[config.mk]
export PLATFORM = sky130hd
export DESIGN_NAME = dma_sequencer
export DESIGN_NICKNAME = d
export VERILOG_FILES = /design/src/rtl/dma_pkg.sv /design/src/rtl/dma_burst_gen.sv /design/src/rtl/dma_sequencer.sv
export SDC_FILE = /design/constraint.sdc
export NUM_CORES = 1
export LEC_CHECK = 0
export CORE_MARGIN = 5
export CORE_UTILIZATION = 35
export DETAILED_ROUTE_END_ITERATION = 10
export PLACE_DENSITY_LB_ADDON = 0.2
export SLEW_MARGIN = 10
export SYNTH_ARGS = -nofsm -noshare
export SYNTH_HDL_FRONTEND = slang
export SYNTH_HIERARCHICAL = 1
export SYNTH_SLANG_ARGS = --single-unit
[constraint.sdc]
create_clock -name sclk -period 7.2 [get_ports sclk]
set_clock_uncertainty 0.05 [all_clocks]
set_input_delay 1.44 -clock sclk [delete_from_list [all_inputs] [get_ports sclk]]
set_output_delay 1.44 -clock sclk [all_outputs]
set_load 0.01 [all_outputs]
[src/rtl/dma_pkg.sv]
// rtl/dma_pkg.sv - shared state encoding and sizing constants for the DMA sequencer
package dma_pkg;

  localparam int unsigned ADDR_W          = 25;
  localparam int unsigned SECT_BYTES      = 512;
  localparam int unsigned BURST_BYTES     = 128;
  localparam int unsigned BURSTS_PER_SECT = SECT_BYTES / BURST_BYTES;
  localparam int unsigned BCNT_W          = 21;

  typedef enum logic [2:0] {
    ST_IDLE   = 3'd0,
    ST_CMD    = 3'd1,
    ST_BURST  = 3'd2,
    ST_WAIT   = 3'd3,
    ST_FINISH = 3'd4
  } dma_state_e;

  function automatic logic [15:0] chunk_size(input logic [31:0] remaining,
                                             input logic [31:0] max_sect);
    return (remaining > max_sect) ? max_sect[15:0] : remaining[15:0];
  endfunction

endpackage

[src/rtl/dma_burst_gen.sv]
// rtl/dma_burst_gen.sv - burst address/count generator for one ATA command
module dma_burst_gen
  import dma_pkg::*;
(
  input  logic              sclk,
  input  logic              rst_n,
  input  logic              addr_load,
  input  logic [ADDR_W-1:0] addr_init,
  input  logic              cnt_load,
  input  logic [BCNT_W-1:0] cnt_init,
  input  logic              enable,
  output logic              burst_val,
  input  logic              burst_rdy,
  output logic [ADDR_W-1:0] burst_addr,
  output logic              burst_last,
  output logic              burst_complete
);

  logic [ADDR_W-1:0] addr_q;
  logic [BCNT_W-1:0] cnt_q;
  logic              fire;

  assign burst_val      = enable && (cnt_q != '0);
  assign burst_last     = burst_val && (cnt_q == BCNT_W'(1));
  assign fire           = burst_val && burst_rdy;
  assign burst_complete = fire && burst_last;
  assign burst_addr     = addr_q;

  // Address is only reloaded per transfer, so chunks continue where the last one stopped.
  always_ff @(posedge sclk or negedge rst_n) begin
    if (!rst_n) begin
      addr_q <= '0;
      cnt_q  <= '0;
    end else begin
      if (addr_load)
        addr_q <= addr_init;
      else if (fire)
        addr_q <= addr_q + ADDR_W'(1);
      if (cnt_load)
        cnt_q <= cnt_init;
      else if (fire)
        cnt_q <= cnt_q - BCNT_W'(1);
    end
  end

endmodule

[src/rtl/dma_sequencer.sv]
// rtl/dma_sequencer.sv - splits a DMA transfer into ATA commands and 128-byte bursts
module dma_sequencer
  import dma_pkg::*;
#(
  parameter int unsigned MAX_SECT = 256
) (
  input  logic              sclk,
  input  logic              rst_n,
  input  logic              dma_start,
  input  logic [ADDR_W-1:0] mem_address,
  input  logic [31:0]       lba,
  input  logic [31:0]       sector_cnt,
  input  logic              dma_type,
  output logic              dma_done,
  output logic              dma_err,
  output logic              busy,
  output logic              cmd_val,
  input  logic              cmd_rdy,
  output logic [31:0]       cmd_lba,
  output logic [15:0]       cmd_count,
  output logic              cmd_write,
  input  logic              cmd_done,
  input  logic              cmd_err,
  output logic              burst_val,
  input  logic              burst_rdy,
  output logic [ADDR_W-1:0] burst_addr,
  output logic              burst_last
);

  logic [1:0]  rst_sync;
  logic        rst_int_n;
  dma_state_e  state, state_nxt;
  logic [31:0] remaining, lba_q;
  logic        write_q, done_pending, busy_q, done_q, err_q;
  logic        start_ok, cmd_fire, burst_en, burst_complete, done_seen;
  logic [15:0] count_now;

  // Reset asserts asynchronously but releases two clocks later, in step with sclk.
  always_ff @(posedge sclk or negedge rst_n) begin
    if (!rst_n)
      rst_sync <= 2'b00;
    else
      rst_sync <= {rst_sync[0], 1'b1};
  end
  assign rst_int_n = rst_sync[1];

  assign start_ok  = dma_start && !busy_q && (state == ST_IDLE);
  assign count_now = chunk_size(remaining, 32'(MAX_SECT));
  assign cmd_fire  = cmd_val && cmd_rdy;
  assign done_seen = cmd_done || done_pending;

  always_ff @(posedge sclk or negedge rst_int_n) begin
    if (!rst_int_n)
      state <= ST_IDLE;
    else
      state <= state_nxt;
  end

  always_comb begin
    state_nxt = state;
    case (state)
      ST_IDLE:
        if (start_ok)
          state_nxt = (sector_cnt == '0) ? ST_FINISH : ST_CMD;
      ST_CMD:
        if (cmd_err)
          state_nxt = ST_FINISH;
        else if (cmd_fire)
          state_nxt = ST_BURST;
      ST_BURST:
        if (cmd_err)
          state_nxt = ST_FINISH;
        else if (burst_complete)
          state_nxt = ST_WAIT;
      ST_WAIT:
        if (cmd_err)
          state_nxt = ST_FINISH;
        else if (done_seen)
          state_nxt = (remaining != '0) ? ST_CMD : ST_FINISH;
      ST_FINISH:
        state_nxt = ST_IDLE;
      default:
        state_nxt = ST_IDLE;
    endcase
  end

  always_comb begin
    cmd_val  = 1'b0;
    burst_en = 1'b0;
    case (state)
      ST_CMD:   cmd_val  = 1'b1;
      ST_BURST: burst_en = 1'b1;
      default: ;
    endcase
  end

  // busy stays high through the dma_done cycle so a start coinciding with it is dropped.
  always_ff @(posedge sclk or negedge rst_int_n) begin
    if (!rst_int_n) begin
      remaining    <= '0;
      lba_q        <= '0;
      write_q      <= 1'b0;
      done_pending <= 1'b0;
      busy_q       <= 1'b0;
      done_q       <= 1'b0;
      err_q        <= 1'b0;
    end else begin
      done_q <= (state == ST_FINISH);
      if (start_ok) begin
        remaining <= sector_cnt;
        lba_q     <= lba;
        write_q   <= dma_type;
        err_q     <= 1'b0;
        busy_q    <= 1'b1;
      end else if (done_q) begin
        busy_q <= 1'b0;
      end
      if (cmd_fire) begin
        remaining <= remaining - 32'(count_now);
        lba_q     <= lba_q + 32'(count_now);
      end
      if (cmd_err && (state != ST_IDLE))
        err_q <= 1'b1;
      case (state)
        ST_CMD, ST_BURST: if (cmd_done) done_pending <= 1'b1;
        default:          done_pending <= 1'b0;
      endcase
    end
  end

  dma_burst_gen u_burst_gen (
    .sclk           (sclk),
    .rst_n          (rst_int_n),
    .addr_load      (start_ok),
    .addr_init      (mem_address),
    .cnt_load       (cmd_fire),
    .cnt_init       (BCNT_W'(count_now) * BCNT_W'(BURSTS_PER_SECT)),
    .enable         (burst_en),
    .burst_val      (burst_val),
    .burst_rdy      (burst_rdy),
    .burst_addr     (burst_addr),
    .burst_last     (burst_last),
    .burst_complete (burst_complete)
  );

  assign dma_done  = done_q;
  assign dma_err   = err_q;
  assign busy      = busy_q;
  assign cmd_lba   = lba_q;
  assign cmd_count = count_now;
  assign cmd_write = write_q;

endmodule

Yosys cells after proc, flatten, opt, wreduce, memory -nomap -nowiden
Cells that the tools add are included.
{"block": "word_totals", "ff_bits": 120, "latchBits": 0, "mem_bits_rw": 0, "mem_bits_ro": 0, "input_bits": 97, "output_inout_bits": 80, "word_cells": 75, "n_memories": 0}
{"block": "classes", "add_sub_neg": 4, "n_mul": 0, "div_mod_pow": 0, "magnitude_cmp": 1, "eq_ne": 10, "shift": 0, "n_mux": 27, "bitwise_logic": 0, "n_reduce_logical": 22}
{"cell": "$mux W32", "n": 4}
{"cell": "$mux W25", "n": 2}
{"cell": "$mux W21", "n": 2}
{"cell": "$add A32 B16 Y32", "n": 1}
{"cell": "$gt A32 B9 Y1 const B", "n": 1}
{"cell": "$logic_not A32 Y1", "n": 1}
{"cell": "$reduce_bool A32 Y1", "n": 1}
{"cell": "$sub A32 B16 Y32", "n": 1}
{"cell": "$mux W3", "n": 9}
{"cell": "$add A25 B1 Y25 const B", "n": 1}
{"cell": "$eq A21 B1 Y1 const B", "n": 1}
{"cell": "$reduce_bool A21 Y1", "n": 1}
{"cell": "$sub A21 B1 Y21 const B", "n": 1}
{"cell": "$mux W16", "n": 1}
{"cell": "$pmux W3 S4", "n": 1}
{"cell": "$reduce_bool A2 Y1", "n": 5}
{"cell": "$ne A3 B3 Y1 const B", "n": 3}
{"cell": "$logic_and A1 B1 Y1", "n": 8}
{"cell": "$mux W1", "n": 8}
{"cell": "$eq A3 B2 Y1 const B", "n": 2}
{"cell": "$ne A2 B2 Y1 const B", "n": 2}
{"cell": "$reduce_and A4 Y1", "n": 1}
{"cell": "$eq A3 B1 Y1 const B", "n": 1}
{"cell": "$eq A3 B3 Y1 const B", "n": 1}
{"cell": "other kinds (5)", "n": 5}

Depth between registers and ports, before layout
{"block": "logic_depth", "word_depth": 8, "mapped_depth": 18, "ltp_nobuf": 15}

Modules after synthesis
Netlist, hierarchy kept.
{"module": "dma_sequencer", "n_inst": 1, "cells_each": 589, "area_per_inst_um2": 4956.0, "seq_area_each_um2": 1851.8}
{"module": "dma_burst_gen", "n_inst": 1, "cells_each": 307, "area_per_inst_um2": 3031.7, "seq_area_each_um2": 1151.1}

Worst setup path after synthesis
No wires, ideal clock.
{"block": "synth_path", "path_type": "register to register", "startpoint": "register remaining[1]", "endpoint": "register lba_q[24], in the netlist cmd_lba[24]", "setup_time_ps": 69, "t_arrival_ps": 4243, "t_required_ps": 7081, "slack_ps": 2838, "stages_incl_launch_ff": 17, "n_path_buf": 1, "synth_period_minus_slack_ps": 4362, "path_cell_list": "dfrtp_1 -> or4_4 -> or4_4 -> o21a_1 -> nor2_2 -> clkbuf_2 -> and2_1 -> ha_1 -> inv_1 -> fa_1 -> nor2b_1 -> o2111ai_1 -> a31oi_1 -> o221a_2 -> nor2_1 -> or4_1 -> nand3_1"}
{"block": "synth_between", "elab_chain_len": 4}
{"element": "from (decl)", "line_no": "dma_sequencer.sv:33", "rtl": "logic [31:0] remaining, lba_q;"}
{"element": "from (signal assigned)", "line_no": "dma_sequencer.sv:110", "rtl": "remaining <= sector_cnt;"}
{"element": "from (signal assigned)", "line_no": "dma_sequencer.sv:119", "rtl": "remaining <= remaining - 32'(count_now);"}
{"element": "$gt A32 B9 Y1", "line_no": "dma_pkg.sv:20", "rtl": "return (remaining > max_sect) ? max_sect[15:0] : remaining[15:0];"}
{"element": "$mux W16", "line_no": "dma_pkg.sv:20"}
{"element": "net cmd_count[0]", "line_no": "dma_sequencer.sv:20", "rtl": "output logic [15:0] cmd_count,"}
{"element": "$add A32 B16 Y32", "line_no": "dma_sequencer.sv:120", "rtl": "lba_q <= lba_q + 32'(count_now);"}
{"element": "$mux W32", "line_no": "dma_sequencer.sv:118", "rtl": "if (cmd_fire) begin"}
{"element": "to (signal assigned)", "line_no": "dma_sequencer.sv:111", "rtl": "lba_q <= lba;"}
{"element": "to (signal assigned)", "line_no": "dma_sequencer.sv:120"}
{"element": "to (decl)", "line_no": "dma_sequencer.sv:33"}
The timed path passes the listed nets, and every way through them passes these cells.
A chain may end at the register's enable or synchronous reset.

Final worst setup path
{"block": "layout_path", "startpoint": "register remaining[12]", "endpoint": "output cmd_count[6]"}
{"block": "layout_between", "elab_chain_len": 2}
{"element": "$gt A32 B9 Y1", "line_no": "dma_pkg.sv:20"}
{"element": "$mux W16", "line_no": "dma_pkg.sv:20"}
{"element": "to (decl)", "line_no": "dma_sequencer.sv:20"}
No other way between the ends.

==> impl_metrics.csv <==
group,metric,value,unit
status,status,"finished clean",
yosys,ys_seq_elements,120,
routing,dr.pass1.iters,5,
layout,fillCellCount,2178,
yosys,synth_cells,896,
die,die_area,25900,um^2
layout,drive_gt1_frac,0.0823,
routing,wirelength,25500,um
timing,rsz0062_at_grt,"no",
cts,clock_latency,0.42,ns
worst_setup_path,crit_fanout,16,
worst_setup_path,critPathKind,"reg2out",
die,num_rows,55,
power_and_ir_drop,clockPowerShare,0.217,
power_and_ir_drop,powerDensity,399,nW/um^2
timing,final_max_slew_viol_count,0,
place,placed_cells,1322,
place,hpwl,18300,um
power_and_ir_drop,p_sw,1.72,mW
yosys,syn_area_per_cell,8.91,um^2
power_and_ir_drop,peakVddDrop,0.000160,V
cts,h-tree-depth,4,
grt,grt_max_degree,61,
yosys,synth_seq_area_share,0.376,
timing,fin_crit,5.11,ns
timing,timing.hold.ws,0.298,ns
die,die_h,161,um
cts,cts_root_buf,"clkbuf_16",
worst_setup_path,cpPeakStageDelay,0.65,ns
routing,detail_route.iter0.violations,496,
power_and_ir_drop,p_seq_frac,0.335,
timing,finalSetupViolations,0,
worst_setup_path,startpoint_type,"register",
power_and_ir_drop,power.leakage,4.03,nW
place,portBuffers,169,
timing,fmax,196,MHz
routing,wire_per_inst,18.8,um
yosys,yosysMostFrequentCell,"dfrtp_1",
worst_setup_path,cp_slowest_cell,"or4_1",
timing,worstMarginPinSlew,1.04,ns
die,start_util,0.354,
yosys,postSynth.asyncResetShare,1.00,
grt,grt_usage,0.193,
layout,stdcell_count,1354,
layout,fin_nets,1175,
grt,antenna_found_initial,0,
yosys,synth_ff_type,"dfrtp_1",
routing,routed_via_density,5.57,
worst_setup_path,cp.arrival,3.62,ns
grt,grt_pass1_wl,40400,um
cts,clk_pin_slew_worst_paths,0.06,ns
yosys,yosysTopAreaCellShare,0.376,
die,ios,177,
place,place.gp.congestion,0.833,
yosys,ys_top_cells_by_count,"dfrtp_1, nand2_1, nor2_1, o21ai_0, clkbuf_1",
grt,grt_overflow_total,0,
cts,cts_resized,0,
timing,setup_tns,0,ns
cts,cts_buffer_depth,2,
routing,drcViolationCount,0,
worst_setup_path,worstPathCellList,"or4_1, nor4_4, nand3_1, nor2_2, and2_1, clkdlybuf4s50_1",
job,max_cap_viol_count,0,
cts,cts_buffers,17,
yosys,synth.distinct_cells,82,
yosys,synth-edff-count,0,
power_and_ir_drop,p_int,2.47,mW
timing,hold_viol,0,
die,core-area,22600,um^2
hold_path,hold_path_class,"reg2reg",
grt,grt_pass1_vias,7418,
yosys,netlist_area,7990,um^2
yosys,yosys.area.top_type,"dfrtp_1",
yosys,ys_top_cells_by_area,"dfrtp_1, nand2_1, xnor2_1",
cts,cts_setup_buffers,0,
power_and_ir_drop,total_power,4.19,mW
cts,clock_sinks,120,
cts,cts_hold_buf,0,
layout,area_delta_synth_final,31.5,%
worst_setup_path,cp.required,5.71,ns
timing,fin_ws,2.09,ns
die,fp.dieW,161,um
cts,cts_tree,"built",
power_and_ir_drop,switching_share,0.411,
routing,vias,7536,
layout,n_antenna_cell,0,
worst_setup_path,crit_path_end_kind,"output pin",
yosys,ys_warn_count,6,
power_and_ir_drop,pwr-share-comb,0.449,
timing,slew_headroom,0.307,
timing,min_period_over_period,0.710,
routing,ant_nets,0,
place,pre_cts_ws,2.25,ns
[per-layer routing]
metal / part of all wire / wire length, um / GRT usage / vias up
li1: - / - / - / 3653
met1: 0.46 / 11800 / 0.263 / 3617
met4: 0.018 / 450 / 0.0527 / 0
met5: 0 / 0 / 0 / -
met3: 0.063 / 1610 / 0.0492 / 28
met2: 0.46 / 11600 / 0.306 / 238
[per-stage QoR]
step / utilization / cell area, um^2
after floorplan: - / 8090
after global placement: 0.438 / 9880
after detailed placement: 0.438 / 9880
after CTS: 0.465 / 10500
after global routing: 0.465 / 10500
final: 0.465 / 10500
[cell families after synthesis]
kind of cell             Yosys count  share of synthesized area
adder cells (fa/ha/maj)           22                     0.0354
buffers and inverters             80                     0.0484
flip-flops                       120                      0.376
AND/OR/NAND/NOR                  364                      0.255
AO/OA/AOI/OAI                    237                      0.200
multiplexers                      23                     0.0313
other                              2                   0.000940
XOR/XNOR                          48                     0.0526
[power groups by stage]
| stage | sequential [mW] | clock [mW] | combinational (mW) |
|---|---|---|---|
| 2_1_floorplan | 1.35 | 0 | 1.20 |
| 3_3_place_gp | 1.40 | 0 | 1.86 |
| 3_5_place_dp | 1.40 | 0 | 1.88 |
| 4_1_cts | 1.40 | 0.921 | 1.89 |
| 5_1_grt | 1.45 | 0.949 | 2.07 |
| 6_report | 1.40 | 0.907 | 1.88 |
[state kept, by name, summed over array words and instances (netlist names)]
name and count:
cmd_lba 32, state 3, dma_err 1, cmd_write 1
rst_sync 2, busy 1, u_burst_gen/burst_addr 25, u_burst_gen/cnt_q 21
done_pending 1, dma_done 1, remaining 32
[worst max-delay path: cells and delay by family, from the launching register on]
family	cells	cell delay, ns
simple gates	5	2.19
buf+inv	1	0.59
flops	1	0.43
[cells in the final DEF, fill, tap and decap left out, types with 13 or more instances in the layout]
cell type and count:
nand4_1 14, nor3_1 40, o21ai_0 53, nand3_1 29
conb_1 28, xnor2_1 33, a22oi_1 13, inv_1 17
nand2_1 91, o22ai_1 22, or3_1 17, mux2_2 16
xor2_1 15, a21oi_1 37, dfrtp_1 119, ha_1 21
nor2_1 68, a211oi_1 13, clkbuf_16 17, clkdlybuf4s50_1 169
nor4_1 20
[path summary, 6_finish.rpt]
check	slack, ns	cells past startpoint	to	from
max in group asynchronous	5.40	1	remaining[1]	rst_sync[1]
min in group asynchronous	0.37	0	u_burst_gen/burst_addr[9]	rst_sync[1]
max reg2reg	2.21	15	cmd_lba[24]	remaining[12]
min reg2reg	0.30	0	rst_sync[1]	rst_sync[0]
max	2.09	6	cmd_count[6]	remaining[12]
min	0.30	0	rst_sync[1]	rst_sync[0]
[area by class of cell]
cell class,instances,area [um^2],area share
clock buffer,25,505,0.0481
clock inverter,7,115,0.0110
inverter,19,71.3,0.00679
multi-input combinational,722,4700,0.448
sequential,120,3010,0.286
tap,285,357,0.0340
timing repair buffer,176,1740,0.166
No activity file was read; power rests on OpenSTA's default activity.
